**config.mk**
```make
export PLATFORM = sky130hd
export DESIGN_NAME = fpu_issuer_flat
export DESIGN_NICKNAME = d
export VERILOG_FILES = /design/src/rtl/fpu_issuer_if.sv /design/src/rtl/fpu_issuer.sv /design/src/flat_wrapper.sv
export SDC_FILE = /design/constraint.sdc
export NUM_CORES = 1
export LEC_CHECK = 0
export CAP_MARGIN = 0
export CORE_ASPECT_RATIO = 1.2
export CORE_UTILIZATION = 36
export DETAILED_ROUTE_END_ITERATION = 12
export GPL_TIMING_DRIVEN = 0
export PLACE_DENSITY = 0.7
export SETUP_SLACK_MARGIN = 0.1
export SKIP_LAST_GASP = 1
export SLEW_MARGIN = 25
export SYNTH_ARGS = -nofsm -noshare
export SYNTH_HDL_FRONTEND = slang
export SYNTH_SLANG_ARGS = --single-unit
```
**constraint.sdc**
```tcl
create_clock -name clk -period 4.1 [get_ports clk]
set_input_delay 0.615 -clock clk [delete_from_list [all_inputs] [get_ports clk]]
set_output_delay 0.615 -clock clk [all_outputs]
set_load 0.005 [all_outputs]
```
**src/rtl/fpu_issuer_if.sv**
```systemverilog
// fpu_issuer_if
// Bundles the exec-stage request bus, the FPU order/result handshake and the
// writeback port of the FP issuer into one interface.
//   master : the environment side (exec stage + FPU), drives requests, flush,
//            FPU accepted/done and result.
//   slave  : the issuer itself.
// Signals:
//   req, req_ready, req_func3, req_func7, req_a, req_b, req_tag, flush
//   order, accepted, done, func3, func7, rs1, rs2, rd
//   wb_valid, wb_tag, wb_data, err
interface fpu_issuer_if;
  logic        req;
  logic        req_ready;
  logic [2:0]  req_func3;
  logic [6:0]  req_func7;
  logic [31:0] req_a;
  logic [31:0] req_b;
  logic [4:0]  req_tag;
  logic        flush;
  logic        order;
  logic        accepted;
  logic        done;
  logic [2:0]  func3;
  logic [6:0]  func7;
  logic [31:0] rs1;
  logic [31:0] rs2;
  logic [31:0] rd;
  logic        wb_valid;
  logic [4:0]  wb_tag;
  logic [31:0] wb_data;
  logic        err;

  modport master (
    output req, req_func3, req_func7, req_a, req_b, req_tag, flush,
    output accepted, done, rd,
    input  req_ready, order, func3, func7, rs1, rs2,
    input  wb_valid, wb_tag, wb_data, err
  );

  modport slave (
    input  req, req_func3, req_func7, req_a, req_b, req_tag, flush,
    input  accepted, done, rd,
    output req_ready, order, func3, func7, rs1, rs2,
    output wb_valid, wb_tag, wb_data, err
  );
endinterface

```
**src/rtl/fpu_issuer.sv**
```systemverilog
// fpu_issuer
// Hands one floating-point operation at a time from the exec stage to an
// external FPU and writes the result back. The op is latched on acceptance,
// presented to the FPU with `order` until the FPU accepts it, and the result
// (arriving the cycle after `done`) is strobed out on wb_valid. A pipeline
// flush discards the op; an op that exceeds TIMEOUT cycles is abandoned with
// a zero writeback and the sticky `err` flag set.
// Ports:
//   clk  : clock, rising edge
//   rstn : synchronous active-low reset
//   bus  : fpu_issuer_if.slave (request, FPU handshake, writeback, err)
// Parameter:
//   TIMEOUT : max cycles spent in ISSUE/WAIT before the op is abandoned
module fpu_issuer #(
  parameter int TIMEOUT = 64
) (
  input  logic         clk,
  input  logic         rstn,
  fpu_issuer_if.slave  bus
);

  // At least 8 bits, wider only if TIMEOUT needs it.
  localparam int CW = (TIMEOUT > 255) ? $clog2(TIMEOUT + 1) : 8;

  typedef enum logic [1:0] {IDLE, ISSUE, WAIT, RESULT} state_t;

  state_t      state_reg;
  logic        order_reg;
  logic        discard_reg;
  logic        timed_out_reg;
  logic        err_reg;
  logic [CW-1:0] cnt_reg;
  logic [2:0]  func3_reg;
  logic [6:0]  func7_reg;
  logic [31:0] rs1_reg;
  logic [31:0] rs2_reg;
  logic [4:0]  tag_reg;
  logic [31:0] wb_data_reg;

  logic        finish_now;
  logic        cnt_hit;
  logic [31:0] result_data;
  logic        wb_fire;

  // In ISSUE the op only completes if the FPU accepts and finishes together;
  // in WAIT any done completes it.
  assign finish_now = (state_reg == ISSUE) ? (bus.accepted && bus.done) : bus.done;

  // True on the TIMEOUT-th cycle spent in ISSUE/WAIT (counter starts at 0).
  assign cnt_hit = ({1'b0, cnt_reg} + (CW + 1)'(1)) >= (CW + 1)'(TIMEOUT);

  // rd is only valid in the cycle after done, so it is forwarded directly
  // while in RESULT; an abandoned op writes back zero.
  assign result_data = timed_out_reg ? 32'd0 : bus.rd;

  // A flush arriving in the RESULT cycle itself must still squash the strobe.
  assign wb_fire = rstn && (state_reg == RESULT) && !discard_reg && !bus.flush;

  assign bus.req_ready = rstn && (state_reg == IDLE);
  assign bus.order     = order_reg;
  assign bus.func3     = func3_reg;
  assign bus.func7     = func7_reg;
  assign bus.rs1       = rs1_reg;
  assign bus.rs2       = rs2_reg;
  assign bus.wb_valid  = wb_fire;
  assign bus.wb_tag    = tag_reg;
  assign bus.wb_data   = (state_reg == RESULT) ? result_data : wb_data_reg;
  assign bus.err       = err_reg;

  always_ff @(posedge clk) begin
    if (!rstn) begin
      state_reg     <= IDLE;
      order_reg     <= 1'b0;
      discard_reg   <= 1'b0;
      timed_out_reg <= 1'b0;
      err_reg       <= 1'b0;
      cnt_reg       <= '0;
      func3_reg     <= '0;
      func7_reg     <= '0;
      rs1_reg       <= '0;
      rs2_reg       <= '0;
      tag_reg       <= '0;
      wb_data_reg   <= '0;
    end else begin
      case (state_reg)
        IDLE: begin
          // Stray done pulses here (late completion after a timeout) are ignored.
          if (bus.req) begin
            func3_reg     <= bus.req_func3;
            func7_reg     <= bus.req_func7;
            rs1_reg       <= bus.req_a;
            rs2_reg       <= bus.req_b;
            tag_reg       <= bus.req_tag;
            discard_reg   <= 1'b0;
            timed_out_reg <= 1'b0;
            cnt_reg       <= '0;
            order_reg     <= 1'b1;
            state_reg     <= ISSUE;
          end
        end

        ISSUE, WAIT: begin
          if (cnt_reg != {CW{1'b1}}) begin
            cnt_reg <= cnt_reg + CW'(1);
          end
          if (state_reg == ISSUE && !bus.accepted && bus.flush) begin
            // FPU never saw the op, so it can simply be dropped.
            order_reg <= 1'b0;
            state_reg <= IDLE;
          end else begin
            // Once the FPU owns the op it cannot be aborted; remember the
            // flush and swallow the result instead.
            if (state_reg == WAIT || bus.accepted) begin
              discard_reg <= discard_reg | bus.flush;
            end
            if (finish_now) begin
              order_reg <= 1'b0;
              state_reg <= RESULT;
            end else if (cnt_hit) begin
              order_reg     <= 1'b0;
              timed_out_reg <= 1'b1;
              err_reg       <= 1'b1;
              state_reg     <= RESULT;
            end else if (state_reg == ISSUE && bus.accepted) begin
              order_reg <= 1'b0;
              state_reg <= WAIT;
            end
          end
        end

        RESULT: begin
          if (!discard_reg && !bus.flush) begin
            wb_data_reg <= result_data;
          end
          state_reg <= IDLE;
        end

        default: begin
          order_reg <= 1'b0;
          state_reg <= IDLE;
        end
      endcase
    end
  end

endmodule

```
**src/flat_wrapper.sv**
```systemverilog
// flat-port wrapper written by rule: the top's interface ports become plain ports
module fpu_issuer_flat 
#(
  parameter int TIMEOUT = 64
)
  (clk, rstn, bus_req, bus_req_func3, bus_req_func7, bus_req_a, bus_req_b, bus_req_tag, bus_flush, bus_accepted, bus_done, bus_rd, bus_req_ready, bus_order, bus_func3, bus_func7, bus_rs1, bus_rs2, bus_wb_valid, bus_wb_tag, bus_wb_data, bus_err);
  fpu_issuer_if bus_i ();
  input  logic clk;
  input  logic rstn;
  input wire logic [$bits(bus_i.req)-1:0] bus_req;
  input wire logic [$bits(bus_i.req_func3)-1:0] bus_req_func3;
  input wire logic [$bits(bus_i.req_func7)-1:0] bus_req_func7;
  input wire logic [$bits(bus_i.req_a)-1:0] bus_req_a;
  input wire logic [$bits(bus_i.req_b)-1:0] bus_req_b;
  input wire logic [$bits(bus_i.req_tag)-1:0] bus_req_tag;
  input wire logic [$bits(bus_i.flush)-1:0] bus_flush;
  input wire logic [$bits(bus_i.accepted)-1:0] bus_accepted;
  input wire logic [$bits(bus_i.done)-1:0] bus_done;
  input wire logic [$bits(bus_i.rd)-1:0] bus_rd;
  output wire logic [$bits(bus_i.req_ready)-1:0] bus_req_ready;
  output wire logic [$bits(bus_i.order)-1:0] bus_order;
  output wire logic [$bits(bus_i.func3)-1:0] bus_func3;
  output wire logic [$bits(bus_i.func7)-1:0] bus_func7;
  output wire logic [$bits(bus_i.rs1)-1:0] bus_rs1;
  output wire logic [$bits(bus_i.rs2)-1:0] bus_rs2;
  output wire logic [$bits(bus_i.wb_valid)-1:0] bus_wb_valid;
  output wire logic [$bits(bus_i.wb_tag)-1:0] bus_wb_tag;
  output wire logic [$bits(bus_i.wb_data)-1:0] bus_wb_data;
  output wire logic [$bits(bus_i.err)-1:0] bus_err;
  assign bus_i.req = bus_req;
  assign bus_i.req_func3 = bus_req_func3;
  assign bus_i.req_func7 = bus_req_func7;
  assign bus_i.req_a = bus_req_a;
  assign bus_i.req_b = bus_req_b;
  assign bus_i.req_tag = bus_req_tag;
  assign bus_i.flush = bus_flush;
  assign bus_i.accepted = bus_accepted;
  assign bus_i.done = bus_done;
  assign bus_i.rd = bus_rd;
  assign bus_req_ready = bus_i.req_ready;
  assign bus_order = bus_i.order;
  assign bus_func3 = bus_i.func3;
  assign bus_func7 = bus_i.func7;
  assign bus_rs1 = bus_i.rs1;
  assign bus_rs2 = bus_i.rs2;
  assign bus_wb_valid = bus_i.wb_valid;
  assign bus_wb_tag = bus_i.wb_tag;
  assign bus_wb_data = bus_i.wb_data;
  assign bus_err = bus_i.err;
  fpu_issuer #(.TIMEOUT(TIMEOUT)) u_core (.clk(clk), .rstn(rstn), .bus(bus_i));
endmodule
```
==> results by group <==
Outcome
  • Status: completed

Global route
  • First-pass GRT wire length: 24.29 mm
  • Vias in the first global route: 4844
  • Tot GR Track Use: 20.16%
  • GRT overflow: 0
  • Initial antenna violation count: 0
  • Largest net degree at the start of global routing: 17

Logic synthesis
  • Cell variety after synth: 41
  • Top FF cell, synth: dfxtp_1
  • Mapped Cells: 651
  • Synth warnings: 0
  • EDFF count, synth: 0
  • Synthesized area per cell: 8.418 um2
  • Sequential cell area fraction in the yosys report: 45.66%
  • Post-Syn Nets: 773
  • Mapped Area: 5480 um2
  • Share of synthesized registers carrying an async set or reset: 0%
  • Number of synthesized register bits: 125

Setup path
  • Start of the worst register-to-register path: u_core.state_reg[0]$_SDFFE_PN0P_
  • Critical path type: reg -> out
  • R2R cell count: 6
  • Arr. time, crit path: 2.56 ns
  • Worst-path fanout max: 10
  • CP max-delay cell: clkdlybuf4s50_1
  • Worst-path cell chain: ha_1 -> buf_2 -> inv_2 -> nor3_2 -> buf_2 -> and2_1 -> clkdlybuf4s50_1
  • Peak per-stage delay on the critical path: 0.51 ns
  • Setup crit end kind: primary output
  • CP dominant cell by count: buf_2
  • Critical Path RT: 3.48 ns
  • R2R Path End: u_core.cnt_reg[0]$_SDFFE_PN0P_
  • Worst setup slack for register-to-register paths: 1.96 ns
  • Startpoint Class: flop

Hold path
  • HP Class: reg -> reg
  • Endpoint with the worst hold slack: u_core.wb_data_reg[5]$_SDFFE_PN0P_
  • Hold depth: 2
  • HP Start: u_core.wb_data_reg[5]$_SDFFE_PN0P_

Routing
  • Drt pass-1 iters: 4
  • Drt via density: 4.594
  • Wirelength per Cell: 14.06 um
  • Initial DRC Count: 189
  • Drt drc: 0
  • Routed WL: 15.70 mm
  • Post-route ant nets: 0
  • Vias: 5131

Clocking
  • CTS H-Tree Depth: 4
  • CTS tree: done
  • CTS Buf Count: 17
  • Post-CTS setup buffer count: 0
  • Clock buffer depth: 2
  • Clock sinks: 125
  • CTS Hold Bufs: 0
  • Worst skew pair latency: 0.42 ns
  • Clk root buf: clkbuf_16
  • Clock transition at path regs: 0.06 ns
  • Post-CTS sizing: 0

Pwr
  • P_leak: 3.195 nW
  • Psw: 0.001244 W
  • Internal power: 0.003080 W
  • Worst VDD drop: 0.3333 mV
  • PD cells: 499.2 nW/um2
  • Clk pwr share: 36.8%
  • Gate power share: 29.1%
  • Switching share of power: 28.78%
  • Reg power frac: 34.1%

Die
  • Die Width: 114.6 um
  • Core Rows: 49
  • Die height: 137.2 um
  • Total core area: 14960 um2
  • I/O pins: 232
  • Starting Density: 36.63%
  • Die area: 15720 um2

Placement
  • Pre-CTS setup slack: 1.014 ns
  • RD Place Congestion: 0.7856
  • Final HPWL DP: 11.49 mm
  • Buffers on Ports: 230
  • Placed instance count: 1085

STA
  • Hold_ws: 0.4498 ns
  • Relative slew slack: 59.41%
  • Fmax: 314.8 MHz
  • Worst slew pin tran: 0.6048 ns
  • # setup viols final: 0
  • Post-Route Setup TNS: 0 ns
  • Unrepaired setup endpoints after global routing: false
  • Tcrit/Tclk final: 77.47%
  • Final WS setup: 0.9238 ns
  • Minimum clock period: 3.176 ns
  • Fin Clk Skew: 0.004127 ns
  • Final Slew Violations: 0
  • Final Hold Fails: 0

Layout
  • Number of fill cells: 1406
  • Most frequent cells in the layout: nand2_1, clkdlybuf4s50_1, dfxtp_1
  • Area Overhead vs Synth: 58.06%
  • Layout Cells excl Fill: 1117
  • Share of cells above drive strength 1: 9.200%
  • Nets: 1022
  • Area occupied by multi-input gates: 2769 um2
  • Register area: 2502 um2
  • ANT cells: 0

Job
  • Maxcap violations: 0
power groups by stage:
stage	sequential, W	combinational, W	clock (W)
2_1_floorplan	0.00151	0.000602	0
4_1_cts	0.00148	0.00128	0.00162
3_5_place_dp	0.00150	0.00127	0
5_1_grt	0.00150	0.00140	0.00169
3_3_place_gp	0.00150	0.00127	0
6_report	0.00148	0.00126	0.00159
Yosys cell counts (2+ instances only):
cell | count | area share, %
a21boi_0 | 100 | 14
nor2b_1 | 34 | 3.9
ha_1 | 5 | 1.1
nor2_1 | 12 | 0.82
buf_1 | 3 | 0.21
nor3_1 | 3 | 0.27
a21boi_1 | 11 | 1.5
buf_2 | 11 | 1.0
nand3_1 | 5 | 0.46
and2_1 | 4 | 0.46
mux2_2 | 33 | 6.8
nand2_1 | 230 | 16
o22ai_1 | 2 | 0.23
a21oi_1 | 2 | 0.18
inv_1 | 6 | 0.41
a41oi_1 | 2 | 0.32
xnor2_1 | 5 | 0.80
clkbuf_1 | 31 | 2.1
dfxtp_1 | 125 | 46
o21bai_1 | 2 | 0.27
or3_1 | 2 | 0.23
o21ai_0 | 4 | 0.37
through the flow:
stage / util [%] / instance area [um2] / total power, W
floorplan: - / 5480 / 0.002113
global placement: 53.73 / 8038 / 0.002766
detailed placement: 53.73 / 8038 / 0.002777
CTS: 57.90 / 8662 / 0.004386
global route: 57.90 / 8662 / 0.004591
finish: 57.90 / 8662 / 0.004325
worst max path at each step:
stage | from | to | slack [ns] | cells after the start
after floorplan | u_core.state_reg[0]$_SDFFE_PN0P_ | bus_wb_data[10] | 2.12 | 4
after CTS | u_core.state_reg[0]$_SDFFE_PN0P_ | bus_wb_valid | 0.86 | 7
after global routing | u_core.state_reg[0]$_SDFFE_PN0P_ | bus_wb_valid | 0.79 | 7
after global placement | bus_flush | bus_wb_valid | 1.00 | 5
final | u_core.state_reg[1]$_SDFFE_PN0P_ | bus_wb_valid | 0.92 | 7
after detailed placement | bus_flush | bus_wb_valid | 1.01 | 5
layout make-up:
cell class	count	share of cell area, %
well taps	204	2.947
multi-input cells	474	31.97
flip-flops and latches	125	28.89
repair buffers	230	26.58
clock inverters	12	1.936
plain buffers	45	2.109
inverters	7	0.3033
clock buffers	20	5.272
worst max-delay path: cells and delay by family, from the launching register on:
family | cells | cell delay (ns)
DFF | 1 | 0.38
adders and majority gates | 1 | 0.17
buffers and inverters | 4 | 1.10
and+or+nand+nor | 2 | 0.50
cell families after synthesis:
family	Yosys count	synth area share [%]
AO/OA/AOI/OAI	133	18.42
buffers and inverters	52	3.813
multiplexers	33	6.781
flip-flops	125	45.66
AND/OR/NAND/NOR	297	23.22
XOR/XNOR	6	0.9589
adder cells (fa/ha/maj)	5	1.142
per-layer routing:
metal	up-vias	global-route usage (%)	routed length [um]
met1	2305	22.56	6555
met3	19	8.857	1412
met2	176	34.11	7498
li1	2631	-	-
met4	0	6.710	234
met5	-	0	0
(Power assumes the default switching activity.)
